<file path="src/rtl/mem_copy_dma_pkg.sv">
// Shared constants for mem_copy_dma: config register map, CTRL/STATUS bit
// positions, identification words and FSM state encodings.
package mem_copy_dma_pkg;

  localparam logic [7:0] ADDR_NAME0     = 8'h00;
  localparam logic [7:0] ADDR_NAME1     = 8'h01;
  localparam logic [7:0] ADDR_VERSION   = 8'h02;
  localparam logic [7:0] ADDR_CTRL      = 8'h08;
  localparam logic [7:0] ADDR_STATUS    = 8'h09;
  localparam logic [7:0] ADDR_SRC       = 8'h10;
  localparam logic [7:0] ADDR_DST       = 8'h11;
  localparam logic [7:0] ADDR_LEN       = 8'h12;
  localparam logic [7:0] ADDR_REMAINING = 8'h13;

  localparam int CTRL_START   = 0;
  localparam int CTRL_ABORT   = 1;
  localparam int STAT_BUSY    = 0;
  localparam int STAT_DONE    = 1;
  localparam int STAT_ABORTED = 2;
  localparam int STAT_TIMEOUT = 3;

  // ASCII "dma_" and "copy"
  localparam logic [31:0] NAME0_VAL   = 32'h646d_615f;
  localparam logic [31:0] NAME1_VAL   = 32'h636f_7079;
  localparam logic [31:0] VERSION_VAL = 32'h0000_0001;

  typedef enum logic [2:0] {
    ST_IDLE   = 3'd0,
    ST_RD     = 3'd1,
    ST_RD_GAP = 3'd2,
    ST_WR     = 3'd3,
    ST_WR_GAP = 3'd4
  } state_t;

endpackage

</file>
<file path="src/rtl/mem_copy_dma.sv">
// Word-copy DMA initiator on the native memory request bus, configured over MMIO.
// Optional per-transaction wait timeout enabled by defining MEM_COPY_DMA_TIMEOUT_EN.
//
// state     | meaning
// ----------+-------------------------------------------------------
// ST_IDLE   | no copy in progress, bus idle
// ST_RD     | read request to src outstanding
// ST_RD_GAP | one idle bus cycle after the read completes
// ST_WR     | write request to dst outstanding
// ST_WR_GAP | one idle bus cycle after the write completes
module mem_copy_dma
  import mem_copy_dma_pkg::*;
#(
  parameter logic [15:0] TIMEOUT_CYCLES = 16'd1024
) (
  input  logic        clk,
  input  logic        reset_n,
  input  logic        cs,
  input  logic        we,
  input  logic [7:0]  address,
  input  logic [31:0] write_data,
  output logic [31:0] read_data,
  output logic        ready,
  output logic        mem_valid,
  output logic [31:0] mem_addr,
  output logic [31:0] mem_wdata,
  output logic [3:0]  mem_wstrb,
  input  logic        mem_ready,
  input  logic [31:0] mem_rdata,
  output logic        done_irq
);

  state_t      r_state, w_state_nxt;
  logic [31:0] r_src, r_dst, r_cur_src, r_cur_dst, r_data;
  logic [15:0] r_len, r_remaining;
  logic        r_done, r_aborted, r_timeout, r_abort_pend, r_irq;
  logic        r_mem_valid;
  logic [31:0] r_mem_addr, r_mem_wdata;
  logic [3:0]  r_mem_wstrb;

  logic w_busy, w_cfg_wr, w_ctrl_wr, w_start, w_abort, w_stop, w_finish, w_timeout;
  logic w_in_req;

  assign w_busy    = (r_state != ST_IDLE);
  assign w_in_req  = (r_state == ST_RD) || (r_state == ST_WR);
  assign w_cfg_wr  = cs && we;
  assign w_ctrl_wr = w_cfg_wr && (address == ADDR_CTRL);
  assign w_start   = w_ctrl_wr && write_data[CTRL_START] && !w_busy;
  assign w_abort   = w_ctrl_wr && write_data[CTRL_ABORT] && w_busy;
  // an abort arriving during a gap cycle stops the copy right there
  assign w_stop    = r_abort_pend || w_abort;
  assign w_finish  = w_busy && (w_state_nxt == ST_IDLE);

`ifdef MEM_COPY_DMA_TIMEOUT_EN
  logic [15:0] r_wait_cnt;

  assign w_timeout = w_in_req && !mem_ready && (r_wait_cnt == TIMEOUT_CYCLES - 16'd1);

  always_ff @(posedge clk) begin
    if (!reset_n)                             r_wait_cnt <= '0;
    else if (w_in_req && !mem_ready && !w_timeout) r_wait_cnt <= r_wait_cnt + 16'd1;
    else                                      r_wait_cnt <= '0;
  end
`else
  logic w_unused_tmo;

  assign w_timeout    = 1'b0;
  assign w_unused_tmo = ^TIMEOUT_CYCLES;
`endif

  always_ff @(posedge clk) begin
    if (!reset_n) r_state <= ST_IDLE;
    else          r_state <= w_state_nxt;
  end

  always_comb begin
    w_state_nxt = r_state;
    case (r_state)
      ST_IDLE:   if (w_start && (r_len != 16'd0)) w_state_nxt = ST_RD;
      ST_RD:     if (mem_ready) w_state_nxt = ST_RD_GAP;
                 else if (w_timeout) w_state_nxt = ST_IDLE;
      ST_RD_GAP: w_state_nxt = w_stop ? ST_IDLE : ST_WR;
      ST_WR:     if (mem_ready) w_state_nxt = ST_WR_GAP;
                 else if (w_timeout) w_state_nxt = ST_IDLE;
      ST_WR_GAP: w_state_nxt = (w_stop || (r_remaining == 16'd0)) ? ST_IDLE : ST_RD;
      default:   w_state_nxt = ST_IDLE;
    endcase
  end

  always_ff @(posedge clk) begin
    if (!reset_n) begin
      r_src        <= '0;
      r_dst        <= '0;
      r_len        <= '0;
      r_remaining  <= '0;
      r_cur_src    <= '0;
      r_cur_dst    <= '0;
      r_data       <= '0;
      r_done       <= 1'b0;
      r_aborted    <= 1'b0;
      r_timeout    <= 1'b0;
      r_abort_pend <= 1'b0;
      r_irq        <= 1'b0;
      r_mem_valid  <= 1'b0;
      r_mem_addr   <= '0;
      r_mem_wdata  <= '0;
      r_mem_wstrb  <= '0;
    end else begin
      r_irq <= 1'b0;
      if (w_cfg_wr && !w_busy) begin
        if (address == ADDR_SRC) r_src <= {write_data[31:2], 2'b00};
        if (address == ADDR_DST) r_dst <= {write_data[31:2], 2'b00};
        if (address == ADDR_LEN) r_len <= write_data[15:0];
      end
      if (w_abort) r_abort_pend <= 1'b1;

      if (w_start) begin
        r_done       <= (r_len == 16'd0);
        r_irq        <= (r_len == 16'd0);
        r_aborted    <= 1'b0;
        r_timeout    <= 1'b0;
        r_abort_pend <= 1'b0;
        r_cur_src    <= r_src;
        r_cur_dst    <= r_dst;
        r_remaining  <= r_len;
        if (r_len != 16'd0) begin
          r_mem_valid <= 1'b1;
          r_mem_addr  <= r_src;
          r_mem_wstrb <= 4'h0;
        end
      end

      case (r_state)
        ST_RD: if (mem_ready) begin
          r_data      <= mem_rdata;
          r_mem_valid <= 1'b0;
        end
        ST_RD_GAP: if (!w_stop) begin
          r_mem_valid <= 1'b1;
          r_mem_addr  <= r_cur_dst;
          r_mem_wdata <= r_data;
          r_mem_wstrb <= 4'hf;
        end
        ST_WR: if (mem_ready) begin
          r_mem_valid <= 1'b0;
          r_cur_src   <= r_cur_src + 32'd4;
          r_cur_dst   <= r_cur_dst + 32'd4;
          r_remaining <= r_remaining - 16'd1;
        end
        ST_WR_GAP: if (w_state_nxt == ST_RD) begin
          r_mem_valid <= 1'b1;
          r_mem_addr  <= r_cur_src;
          r_mem_wstrb <= 4'h0;
        end
        default: ;
      endcase

      if (w_timeout) r_mem_valid <= 1'b0;

      if (w_finish) begin
        r_irq        <= 1'b1;
        r_abort_pend <= 1'b0;
        if (w_timeout)   r_timeout <= 1'b1;
        else if (w_stop) r_aborted <= 1'b1;
        else             r_done    <= 1'b1;
      end
    end
  end

  always_comb begin
    read_data = '0;
    if (cs) begin
      case (address)
        ADDR_NAME0:     read_data = NAME0_VAL;
        ADDR_NAME1:     read_data = NAME1_VAL;
        ADDR_VERSION:   read_data = VERSION_VAL;
        ADDR_STATUS: begin
          read_data[STAT_BUSY]    = w_busy;
          read_data[STAT_DONE]    = r_done;
          read_data[STAT_ABORTED] = r_aborted;
          read_data[STAT_TIMEOUT] = r_timeout;
        end
        ADDR_SRC:       read_data = r_src;
        ADDR_DST:       read_data = r_dst;
        ADDR_LEN:       read_data = {16'h0, r_len};
        ADDR_REMAINING: read_data = {16'h0, r_remaining};
        default:        read_data = '0;
      endcase
    end
  end

  assign ready     = cs;
  assign mem_valid = r_mem_valid;
  assign mem_addr  = r_mem_addr;
  assign mem_wdata = r_mem_wdata;
  assign mem_wstrb = r_mem_wstrb;
  assign done_irq  = r_irq;

endmodule

</file>
<file path="config.mk">
export PLATFORM = sky130hd
export DESIGN_NAME = mem_copy_dma
export DESIGN_NICKNAME = d
export VERILOG_FILES = /design/src/rtl/mem_copy_dma_pkg.sv /design/src/rtl/mem_copy_dma.sv
export SDC_FILE = /design/constraint.sdc
export NUM_CORES = 1
export LEC_CHECK = 0
export BUFFER_PORTS_ARGS = -buffer_cell sky130_fd_sc_hd__buf_2
export CORE_UTILIZATION = 42
export DETAILED_ROUTE_END_ITERATION = 12
export GPL_TIMING_DRIVEN = 0
export HOLD_SLACK_MARGIN = 0.08
export PLACE_DENSITY = 0.72
export REMOVE_ABC_BUFFERS = 1
export SYNTH_ARGS = -nofsm -noshare
export SYNTH_HDL_FRONTEND = slang
export SYNTH_SLANG_ARGS = --single-unit
</file>
<file path="constraint.sdc">
create_clock -name clk -period 4 [get_ports clk]
set_clock_uncertainty 0.2 [all_clocks]
set_input_delay 0.6 -clock clk [delete_from_list [all_inputs] [get_ports clk]]
set_output_delay 0.6 -clock clk [all_outputs]
set_load 0.005 [all_outputs]
</file>
# Yosys cells after proc, flatten, opt, wreduce, memory -nomap -nowiden
# Cells that the tools add are included.
# totals
reg_bits,264
inputBits,77
out_inout_bits,103
elab_cells,102
# op_classes
addsub,3
eq_ne,13
mux,42
n_bitwise,2
n_reduce_logical,26
# ops
op,n
32-bit 2-to-1 mux,11
28-bit case mux with 6 select lines,1
32-bit by 3-bit adder with 32-bit output (second input constant),2
32-bit case mux with 2 select lines,1
16-bit 2-to-1 mux,3
8-bit by 5-bit equality test with 1-bit output (second input constant),4
16-bit logical NOT,2
4-bit case mux with 8 select lines,1
8-bit by 4-bit equality test with 1-bit output (second input constant),2
4-bit 2-to-1 mux,4
16-bit nonzero test,1
16-bit by 1-bit subtractor with 16-bit output (second input constant),1
3-bit case mux with 5 select lines,1
1-bit 2-to-1 mux,14
2-bit AND reduction,5
1-bit logical AND,9
3-bit 2-to-1 mux,3
8-bit by 1-bit equality test with 1-bit output (second input constant),1
8-bit by 2-bit equality test with 1-bit output (second input constant),1
8-bit logical NOT,1
4-bit case mux with 2 select lines,1
3-bit by 1-bit equality test with 1-bit output (second input constant),2
3-bit by 2-bit equality test with 1-bit output (second input constant),2
3-bit logical NOT,2
other kinds (9),11

# Longest topological paths before layout
# Gate-level depths: netlist of the first run.
# logic_depth
ltp_word,11
ltp_mapped,10
mapped_depth_nobuf,8

# Worst setup path before layout of the first run
# Ideal clock, no wire load.
# synth_path
path_type,in2out
start,input address[2]
end,output read_data[17]
arrival_ps,2433
required_time_ps,3200
slack_ps,767
cell_stages,8
path_cell_list,nor4_1 > and3_1 > clkbuf_1 > and2_1 > clkbuf_1 > clkbuf_1 > a22oi_1 > a21oi_1
# synth_between
elab_chain_len,3
# synth_lines
element,line_no,text
from (decl),mem_copy_dma.sv:20,"input logic [7:0] address,"
8-bit by 5-bit equality test with 1-bit output (tied with other cells),mem_copy_dma.sv:173,case (address)
28-bit case mux with 6 select lines *,mem_copy_dma.sv:173,
32-bit 2-to-1 mux *,mem_copy_dma.sv:172,if (cs) begin
to (decl),mem_copy_dma.sv:22,"output logic [31:0] read_data,"
# Mark *: on every way between the ends. The rest lies on a longest branch, timed or not.

# Worst setup path after layout of the first run
# layout_path
start,register r_state[1]
end,register r_cur_dst[22]
# layout_between
elab_chain_len,6
# layout_lines
element,line_no,text
from (decl),mem_copy_dma.sv:33,"state_t r_state, w_state_nxt;"
from (signal assigned),mem_copy_dma.sv:73,else r_state <= w_state_nxt;
3-bit nonzero test,mem_copy_dma.sv:44,assign w_busy = (r_state != ST_IDLE);
1-bit logical NOT,mem_copy_dma.sv:48,assign w_start = w_ctrl_wr && write_data[CTRL_START] && !w_busy;
1-bit logical AND,mem_copy_dma.sv:48,
32-bit 2-to-1 mux,mem_copy_dma.sv:117,if (w_start) begin
32-bit 2-to-1 mux,mem_copy_dma.sv:144,ST_WR: if (mem_ready) begin
32-bit 2-to-1 mux *,mem_copy_dma.sv:133,case (r_state)
to (signal assigned),mem_copy_dma.sv:124,r_cur_dst <= r_dst;
to (signal assigned),mem_copy_dma.sv:147,r_cur_dst <= r_cur_dst + 32'd4;
to (decl),mem_copy_dma.sv:34,"logic [31:0] r_src, r_dst, r_cur_src, r_cur_dst, r_data;"
# Marks and branches as above.
# A chain may end at the register's enable or synchronous reset.

==> flow_summary.yaml, run 1 <==
global_route:
  grt_usage: 0.262
  grt_first_pass_wirelength_um: 63600
  grt_start_max_net_pins: 149
  grt_pass1_vias: 11400
  grt.overflow.total: 0
  antenna_found_initial: 0
power:
  power.total_mw: 5.35
  ir_worst_vdd_mv: 0.270
  powerDensity_mw_per_mm2: 372
  p_leak_nw: 5.20
worst_setup_path:
  r2r_start: "r_state[1]"
  cpPeakStageDelay_ns: 1.21
  crit_start: "r_state[1]"
  critPathCapture: "r_cur_dst[22]"
  r2r_cells: 5
  path_max_fanout: 27
  crit_type: "reg -> reg"
  crit_path_start_kind: "flip-flop"
  crit_path_top_delay_cell: "and4b_1"
  crit_buf_inv: 0
  critPathArrivalTime_ns: 4.06
  cp_top_family: "simple AND/OR/NAND/NOR gates"
  r2r_setup_slack_ns: 0.20
  crit_cells: 5
  crit_path_cell_trace: "and4b_1, nand4_1, or2_2, or3_1, a31oi_1"
  cp-end-kind: "flip-flop"
  cp.required_ns: 4.26
  regToRegEndpoint: "r_cur_dst[22]"
clocking:
  clk_pin_slew_ns: 0.06
  htreeDepth: 1
  worstSkewPairLatency_ns: 0.55
  cts.sinks: 264
  clk_path_buf_depth: 3
  cts_tree: "yes"
  cts_made_buffers: 28
  cts-root-buf: "clkbuf_16"
yosys:
  synth_cell_types: 67
  synth_fa_ha_area_frac: 0.00306
  synth_top_family_by_area: "simple AND/OR/NAND/NOR gates"
  avgSynthCellArea_um2: 7.68
  yosysTopAreaCell: "dfxtp_1"
  yosys_warnings: 0
  ys_ff_latch: 264
  yosys-top-cells-area: "dfxtp_1 (43%), nand2_1 (12%), a21oi_1 (11%), nor2_1 (3.6%), clkbuf_1 (3.2%)"
  synth_top_cell_area_share: 0.431
  synth_compound_area_frac: 0.228
  synth-simple-area-share: 0.251
  synthFlopType: "dfxtp_1"
  ys_async_sr_fraction: 0
  yosys-mux-area-fraction: 0.0370
  seq_area_frac_synth: 0.431
  synth_xor_area_frac: 0.00429
  synth_area_mm2: 0.0123
  syn_inst: 1597
  synth_edf_count: 0
sta:
  final_hold_viol_count: 0
  clock.fmax_mhz: 263
  tightest_slew_ns: 1.43
  finalCriticalPeriod_ns: 3.80
  whs_ns: 0.100
  finalSetupViolations: 0
  slew-limit-headroom: 0.0471
  slew_viol_final: 0
  rsz0062_at_grt: "no"
  fin_crit_sh: 0.949
layout:
  nFillCells: 2775
  layout-drive-gt1-share: 0.169
  fin_nets: 1782
  final_core_util: 0.501
  final_cell_count_no_fill: 2106
  syn_to_final_growth_pct: 17.4
floorplanning:
  core_area_mm2: 0.0287
  io_pins: 180
  die_y_um: 173
  start_util: 0.427
  die_area_mm2: 0.0299
  dieWidth_um: 173
  row_count: 62
routing:
  dr.pass1.iters: 6
  via_count: 12700
  vias_per_cell: 6.04
  ant_nets: 0
  drc_errors: 0
  finalWirelength_um: 40900
  post_drt_wl_per_cell_um: 19.4
  drt-initial-drc-count: 1382
place:
  dp.cells: 2052
  io_buffers: 179
  gp_congestion: 0.864
  dpl.hpwl_um: 27000
hold_path:
  hp-class: "in -> reg"
flow_run:
  maxCapViolCount: 0
status:
  status: "completed"
==> worst min path at each step <==
stage / depth (start not counted) / startpoint / end
2_1_floorplan: 2 / r_data[0] / mem_wdata[0]
4_1_cts: 3 / mem_rdata[5] / r_data[5]
6_report: 3 / mem_rdata[5] / r_data[5]
3_3_place_gp: 2 / r_data[4] / mem_wdata[4]
5_1_grt: 3 / mem_rdata[27] / r_data[27]
3_5_place_dp: 2 / r_data[19] / mem_wdata[19]
==> cells in the final DEF, fill, tap and decap left out, drive strengths merged, types with 4 or more instances in the layout <==
| cell | instances |
|---|---|
| a221oi | 12 |
| nand2 | 380 |
| nand4 | 10 |
| buf | 195 |
| nor2b | 5 |
| a211oi | 11 |
| a22oi | 27 |
| and4 | 6 |
| nor3 | 36 |
| clkinv | 8 |
| nand2b | 7 |
| a221o | 26 |
| nand3 | 40 |
| a32oi | 9 |
| or2 | 5 |
| and2 | 7 |
| and3 | 24 |
| a2bb2oi | 5 |
| dfxtp | 264 |
| o22a | 5 |
| nor2 | 118 |
| o21ai | 51 |
| xnor2 | 4 |
| or4 | 5 |
| nor3b | 11 |
| a31oi | 18 |
| a21oi | 263 |
| o22ai | 6 |
| mux2 | 15 |
| nor4 | 16 |
| o211ai | 7 |
| a311oi | 8 |
| inv | 9 |
| mux2i | 21 |
| clkbuf | 39 |
| or3 | 7 |
==> through the flow <==
step | cell area, µm² | setup WS (ns) | TNS, ns
3_3_place_gp | 13100 | -3.01 | -354.90
2_1_floorplan | 11700 | -0.306 | -3.82
4_1_cts | 14400 | -0.0635 | -0.217
5_1_grt | 14400 | 0.0833 | 0
3_5_place_dp | 13400 | -0.636 | -42.76
6_report | 14400 | 0.202 | 0
==> metal layers <==
layer | share of wire | up-vias | track usage
met4 | 0.026 | 0 | 0.0830
met2 | 0.46 | 686 | 0.422
met5 | 0 | - | 0
met3 | 0.087 | 75 | 0.0347
li1 | - | 5882 | -
met1 | 0.43 | 6076 | 0.363
==> state kept, by name (all words and copies together), names as in the netlist, 16 cells and up <==
name         cells
r_data          32
mem_addr        32
r_dst           30
r_remaining     16
r_len           16
mem_wdata       32
r_cur_dst       32
r_src           30
r_cur_src       32
==> where the power goes <==
| part | internal, mW | total, mW | switching [mW] | leakage [nW] |
|---|---|---|---|---|
| registers | 2.63 | 2.63 | 0.000652 | 2.13 |
| clock network | 1.49 | 2.57 | 1.08 | 0.451 |
| logic | 0.0464 | 0.149 | 0.103 | 2.62 |
==> what timing repair did <==
item	CTS	global route
gates resized for setup	3	5
cloned	0	0
buffers inserted	0	1
hold endpoints to repair	3	0
endpoints found under the setup margin	48	44
hold buffers	3	0
pin swaps	0	1
==> layout make-up <==
type,count,area (µm²),area share
repair buffers,198,1180,0.0823
diodes,1,2.50,0.000174
inverters,9,41.3,0.00287
multi-input cells,1201,6500,0.451
clock buffers,39,823,0.0572
well taps,384,480,0.0334
flip-flops and latches,264,5290,0.367
clock inverters,10,77.6,0.00539
==> cell usage after synthesis (7+ instances only) <==
| library cell | count |
|---|---|
| nand2_1 | 380 |
| dfxtp_1 | 264 |
| a21oi_1 | 263 |
| nor2_1 | 117 |
| clkbuf_1 | 105 |
| o21ai_0 | 48 |
| nand3_1 | 39 |
| nor3_1 | 35 |
| a22oi_1 | 27 |
| a221o_1 | 26 |
| and3_1 | 24 |
| mux2i_1 | 21 |
| a31oi_1 | 18 |
| nor4_1 | 14 |
| mux2_2 | 13 |
| a221oi_1 | 12 |
| a211oi_1 | 11 |
| nor3b_1 | 11 |
| nand4_1 | 10 |
| a32oi_1 | 9 |
| a311oi_1 | 8 |
| inv_1 | 8 |
| buf_6 | 7 |
| nand2b_1 | 7 |
| o211ai_1 | 7 |
| or3_1 | 7 |
==> logic make-up after synthesis <==
logic type | after synthesis
AO/OA/AOI/OAI | 463
adder cells (fa/ha/maj) | 3
XOR/XNOR | 6
AND/OR/NAND/NOR | 690
flip-flops | 264
multiplexers | 39
buffers and inverters | 132
==> tightest hold or removal path: cells and delay by family <==
kind	cells	cell delay, ns
AOI/OAI and AO/OA	1	0.05
buffers and inverters	1	0.10
and+or+nand+nor	1	0.05
Note: power is estimated with default switching activity, not from simulation.
==> inputs of run 2 (changes only) <==
--- a/config.mk
+++ b/config.mk
@@ -6,11 +6,12 @@
 export NUM_CORES = 1
 export LEC_CHECK = 0
 export BUFFER_PORTS_ARGS = -buffer_cell sky130_fd_sc_hd__buf_2
-export CORE_UTILIZATION = 42
+export CORE_UTILIZATION = 57
 export DETAILED_ROUTE_END_ITERATION = 12
 export GPL_TIMING_DRIVEN = 0
 export HOLD_SLACK_MARGIN = 0.08
-export PLACE_DENSITY = 0.72
+export PLACE_DENSITY = 0.9
+export RECOVER_POWER = 50
 export REMOVE_ABC_BUFFERS = 1
 export SYNTH_ARGS = -nofsm -noshare
 export SYNTH_HDL_FRONTEND = slang
==> flow_summary.yaml, run 2 (same netlist as run 1, synthesis figures left out) <==
status:
  status: "finished with violations"
  failed_checks: "capacitance limit, slew limit"
worst_setup_path:
  cp_top_family: "simple AND/OR/NAND/NOR gates"
  critPathArrivalTime_ns: 3.03
  r2r_start: "r_state[2]"
  crit_start: "address[2]"
  cp.required_ns: 3.20
  cpPeakStageDelay_ns: 0.79
  crit_path_top_delay_cell: "and3_1"
  critPathCapture: "read_data[25]"
  path_max_fanout: 19
  crit_path_cell_trace: "clkbuf_1, nor4_2, and3_1, and2_2, a22oi_1, a21oi_1, buf_2"
  crit_type: "in -> out"
  r2r_cells: 5
  crit_cells: 7
  cp-end-kind: "output port"
  crit_buf_inv: 2
  regToRegEndpoint: "r_cur_src[12]"
  r2r_setup_slack_ns: 0.28
  crit_path_start_kind: "input port"
clocking:
  cts_tree: "yes"
  worstSkewPairLatency_ns: 0.55
  cts_made_buffers: 27
  cts.sinks: 264
  cts-root-buf: "clkbuf_16"
  cts_setup_buffers: 0
  htreeDepth: 1
  clk_path_buf_depth: 3
  clk_pin_slew_ns: 0.06
  hold_buffers: 0
floorplanning:
  io_pins: 180
  dieWidth_um: 149
  die_area_mm2: 0.0221
  start_util: 0.583
  core_area_mm2: 0.0210
  row_count: 53
  die_y_um: 149
sta:
  clock.fmax_mhz: 261
  slew_viol_final: 69
  rsz0062_at_grt: "no"
  fin_crit_sh: 0.958
  finalSetupViolations: 0
  tightest_slew_ns: 1.91
  finalCriticalPeriod_ns: 3.83
  final_hold_viol_count: 0
  slew-limit-headroom: -0.273
routing:
  vias_per_cell: 6.56
  ant_nets: 0
  dr.pass1.iters: 7
  finalWirelength_um: 39400
  via_count: 13100
  drc_errors: 0
  drt-initial-drc-count: 1696
  post_drt_wl_per_cell_um: 19.8
power:
  ir_worst_vdd_mv: 0.234
  powerDensity_mw_per_mm2: 379
  p_leak_nw: 4.95
layout:
  final_cell_count_no_fill: 1994
  final_core_util: 0.670
  layout_commonest_cell: "nand2_1"
  layout_common_cells: "nand2_1 (379), dfxtp_1 (264), a21oi_1 (263)"
  fin_nets: 1777
  regArea_mm2: 0.00529
  layout-drive-gt1-share: 0.137
  multi_input_area_mm2: 0.00647
  syn_to_final_growth_pct: 14.9
  nFillCells: 1701
global_route:
  grt_first_pass_wirelength_um: 61500
  grt_start_max_net_pins: 138
  grt_usage: 0.346
  grt_pass1_vias: 12100
  antenna_found_initial: 0
  grt.overflow.total: 0
flow_run:
  maxCapViolCount: 2
place:
  gp_congestion: 0.922
  dpl.hpwl_um: 25600
  dp.cells: 1943
  io_buffers: 179
hold_path:
  min_from: "write_data[16]"
  whs_path_depth: 3
  hp-class: "in -> reg"
==> run 2: cell types whose count changed in the layout (fill, tap and decap cells not counted), sizes merged <==
cell,before,now
clkbuf,39,88
buf,195,149
clkinv,8,4
dlygate4sd3,3,0
inv,9,10
==> run 2: worst min path at each step <==
stage | endpoint | slack [ns]
finish | r_dst[16] | 0.1
global route | r_data[9] | 0.10
CTS | r_data[9] | 0.1
detailed placement | mem_wdata[30] | 0.24
global placement | mem_wdata[7] | 0.24
floorplan | mem_wdata[0] | 0.23
==> run 2: report_power, final <==
| part | total, mW | switching, mW | internal [mW] |
|---|---|---|---|
| clock | 2.57 | 1.06 | 1.51 |
| combinational | 0.144 | 0.100 | 0.0438 |
| sequential | 2.63 | 0.000674 | 2.63 |
| total | 5.34 | 1.16 | 4.18 |
==> run 2: timing repair <==
| item | CTS | global route |
|---|---|---|
| resized for setup | 4 | 4 |
| setup endpoints to repair | 17 | 44 |
| pin swaps | 0 | 1 |
==> run 2: per-stage QoR <==
step	instance area (µm²)	hold WS [ns]	setup TNS (ns)	setup slack (ns)	total power [mW]
2_1_floorplan	11700	0.232	-3.82	-0.306	2.74
3_3_place_gp	13000	0.235	-304.43	-2.76	2.82
3_5_place_dp	13200	0.244	-33.77	-0.459	2.83
4_1_cts	14200	0.0967	0	0.0164	5.33
5_1_grt	14100	0.102	0	0.102	5.46
6_report	14100	0.0994	0	0.167	5.34
==> run 2: tightest hold or removal path: cells and delay by family <==
family | cells | cell delay, ns
AOI/OAI and AO/OA | 1 | 0.05
and+or+nand+nor | 1 | 0.05
buffers and inverters | 1 | 0.10
==> run 2: cell type report <==
type	instances	share of cell area
clock buffer	43	0.0601
timing repair buffer	194	0.0728
clock inverter	7	0.00471
multi-input combinational	1201	0.460
sequential	264	0.375
antenna	1	0.000178
inverter	9	0.00293
tap	275	0.0244
==> run 2: layer usage <==
layer,vias to the layer above,track usage,wire [µm]
met5,-,0,0
met4,0,0.182,1990
met2,894,0.560,17600
li1,5873,-,-
met1,6131,0.438,15100
met3,174,0.0641,4720
==> inputs of run 3 (changes only) <==
==> constraint.sdc (replaced) <==
create_clock -name clk -period 4.9 [get_ports clk]
set_clock_uncertainty 0.2 [all_clocks]
set_input_delay 0.735 -clock clk [delete_from_list [all_inputs] [get_ports clk]]
set_output_delay 0.735 -clock clk [all_outputs]
set_load 0.005 [all_outputs]
==> flow_summary.yaml, run 3 (same netlist as run 1, synthesis figures left out) <==
status:
  status: "finished with violations"
  failed_checks: "capacitance limit, slew limit"
floorplanning:
  dieWidth_um: 149
  io_pins: 180
  start_util: 0.583
  die_y_um: 149
  die_area_mm2: 0.0221
  row_count: 53
  core_area_mm2: 0.0210
worst_setup_path:
  crit_top_cell: "buf_2"
  cp_top_family: "simple AND/OR/NAND/NOR gates"
  cp-end-kind: "output port"
  crit_start: "address[2]"
  r2r_start: "r_state[2]"
  crit_type: "in -> out"
  cp.required_ns: 3.96
  path_max_fanout: 13
  crit_buf_inv: 3
  crit_path_start_kind: "input port"
  crit_path_top_delay_cell: "nor3_2"
  cpPeakStageDelay_ns: 0.72
  crit_path_cell_trace: "buf_2, nor4_1, nand3_1, nor3_2, buf_4, a22oi_1, a21oi_1, buf_2"
  critPathArrivalTime_ns: 3.62
global_route:
  grt_usage: 0.346
  antenna_found_initial: 0
  grt_start_max_net_pins: 138
  gr-usage-met2: 0.559
  grt_first_pass_wirelength_um: 61500
  grt.overflow.total: 0
  top_usage_layer: "met2"
  gr-usage-met1: 0.437
  grt_pass1_vias: 12100
  use_met3: 0.0650
layout:
  nFillCells: 1710
  fin_nets: 1777
  multi_input_area_mm2: 0.00642
  layout-drive-gt1-share: 0.132
  syn_to_final_growth_pct: 14.5
  regArea_mm2: 0.00529
  final_core_util: 0.668
  layout_commonest_cell: "nand2_1"
  final_cell_count_no_fill: 1993
  postLayoutCellArea_mm2: 0.0140
  antenna_cells: 0
  layout_common_cells: "nand2_1 (380), dfxtp_1 (264), a21oi_1 (263)"
power:
  power.total_mw: 4.36
  ir_worst_vdd_mv: 0.193
  powerDensity_mw_per_mm2: 311
  p_leak_nw: 4.94
hold_path:
  hp-class: "in -> reg"
  min_from: "write_data[16]"
sta:
  finalCriticalPeriod_ns: 4.56
  final_hold_viol_count: 0
  whs_ns: 0.234
  finalSetupViolations: 0
  slew-limit-headroom: -0.610
  setup_ws_ns: 0.344
  tightest_slew_ns: 2.41
  fin_crit_sh: 0.930
  rsz0062_at_grt: "no"
  tns_ns: 0
  clock.fmax_mhz: 219
  slew_viol_final: 133
clocking:
  postCtsResizedCells: 0
  htreeDepth: 1
  cts_made_buffers: 27
  clk_path_buf_depth: 3
  cts-root-buf: "clkbuf_16"
  worstSkewPairLatency_ns: 0.55
  cts_setup_buffers: 0
  hold_buffers: 0
  clk_pin_slew_ns: 0.06
  cts.sinks: 264
  cts_tree: "yes"
routing:
  vias_per_cell: 6.54
  drt-initial-drc-count: 1703
  ant_nets: 0
  drc_errors: 0
  dr.pass1.iters: 6
  finalWirelength_um: 39400
  post_drt_wl_per_cell_um: 19.8
  via_count: 13000
place:
  dpl.hpwl_um: 25600
  place_area_mm2: 0.0132
  dp.cells: 1943
  io_buffers: 179
  dp_slack_ns: 0.306
  gp_congestion: 0.922
flow_run:
  maxCapViolCount: 5
run 3: cell types whose count changed in the layout (fill, tap and decap cells not counted), sizes merged:
cell	previous run	this run
diode	1	0
run 3: final cells by class:
class | count | area share
Clock inverter | 7 | 0.00473
Tap cell | 275 | 0.0245
Inverter | 9 | 0.00294
Clock buffer | 43 | 0.0603
Timing Repair Buffer | 194 | 0.0731
Sequential cell | 264 | 0.377
Multi-Input combinational cell | 1201 | 0.458
run 3: layer usage:
| metal | share of wire | wire length [µm] |
|---|---|---|
| met5 | 0 | 0 |
| met4 | 0.054 | 2110 |
| met3 | 0.12 | 4720 |
| met2 | 0.45 | 17600 |
| met1 | 0.38 | 15000 |
run 3: final timing paths:
| check | to | slack (ns) | cells after the start |
|---|---|---|---|
| setup reg to reg | mem_addr[21] | 0.72 | 6 |
| hold / removal | r_dst[16] | 0.23 | 3 |
| setup / recovery | read_data[24] | 0.34 | 8 |
| hold reg to reg | mem_wdata[15] | 0.25 | 2 |
run 3: power by group:
part	total [mW]	leakage [nW]	switching, mW	internal [mW]
Sequential	2.15	2.13	0.000548	2.15
Combinational	0.116	2.36	0.0807	0.0356
Clock	2.10	0.452	0.864	1.23
Total	4.36	4.94	0.945	3.41
run 3: worst register-to-register path, stage by stage, from the launching register on:
cell and delay (ns):
dfxtp_1 0.69, nor4b_1 0.12, or4b_1 1.04, or2_1 1.35, mux2_2 0.45, nand3_1 0.08
a21oi_1 0.11
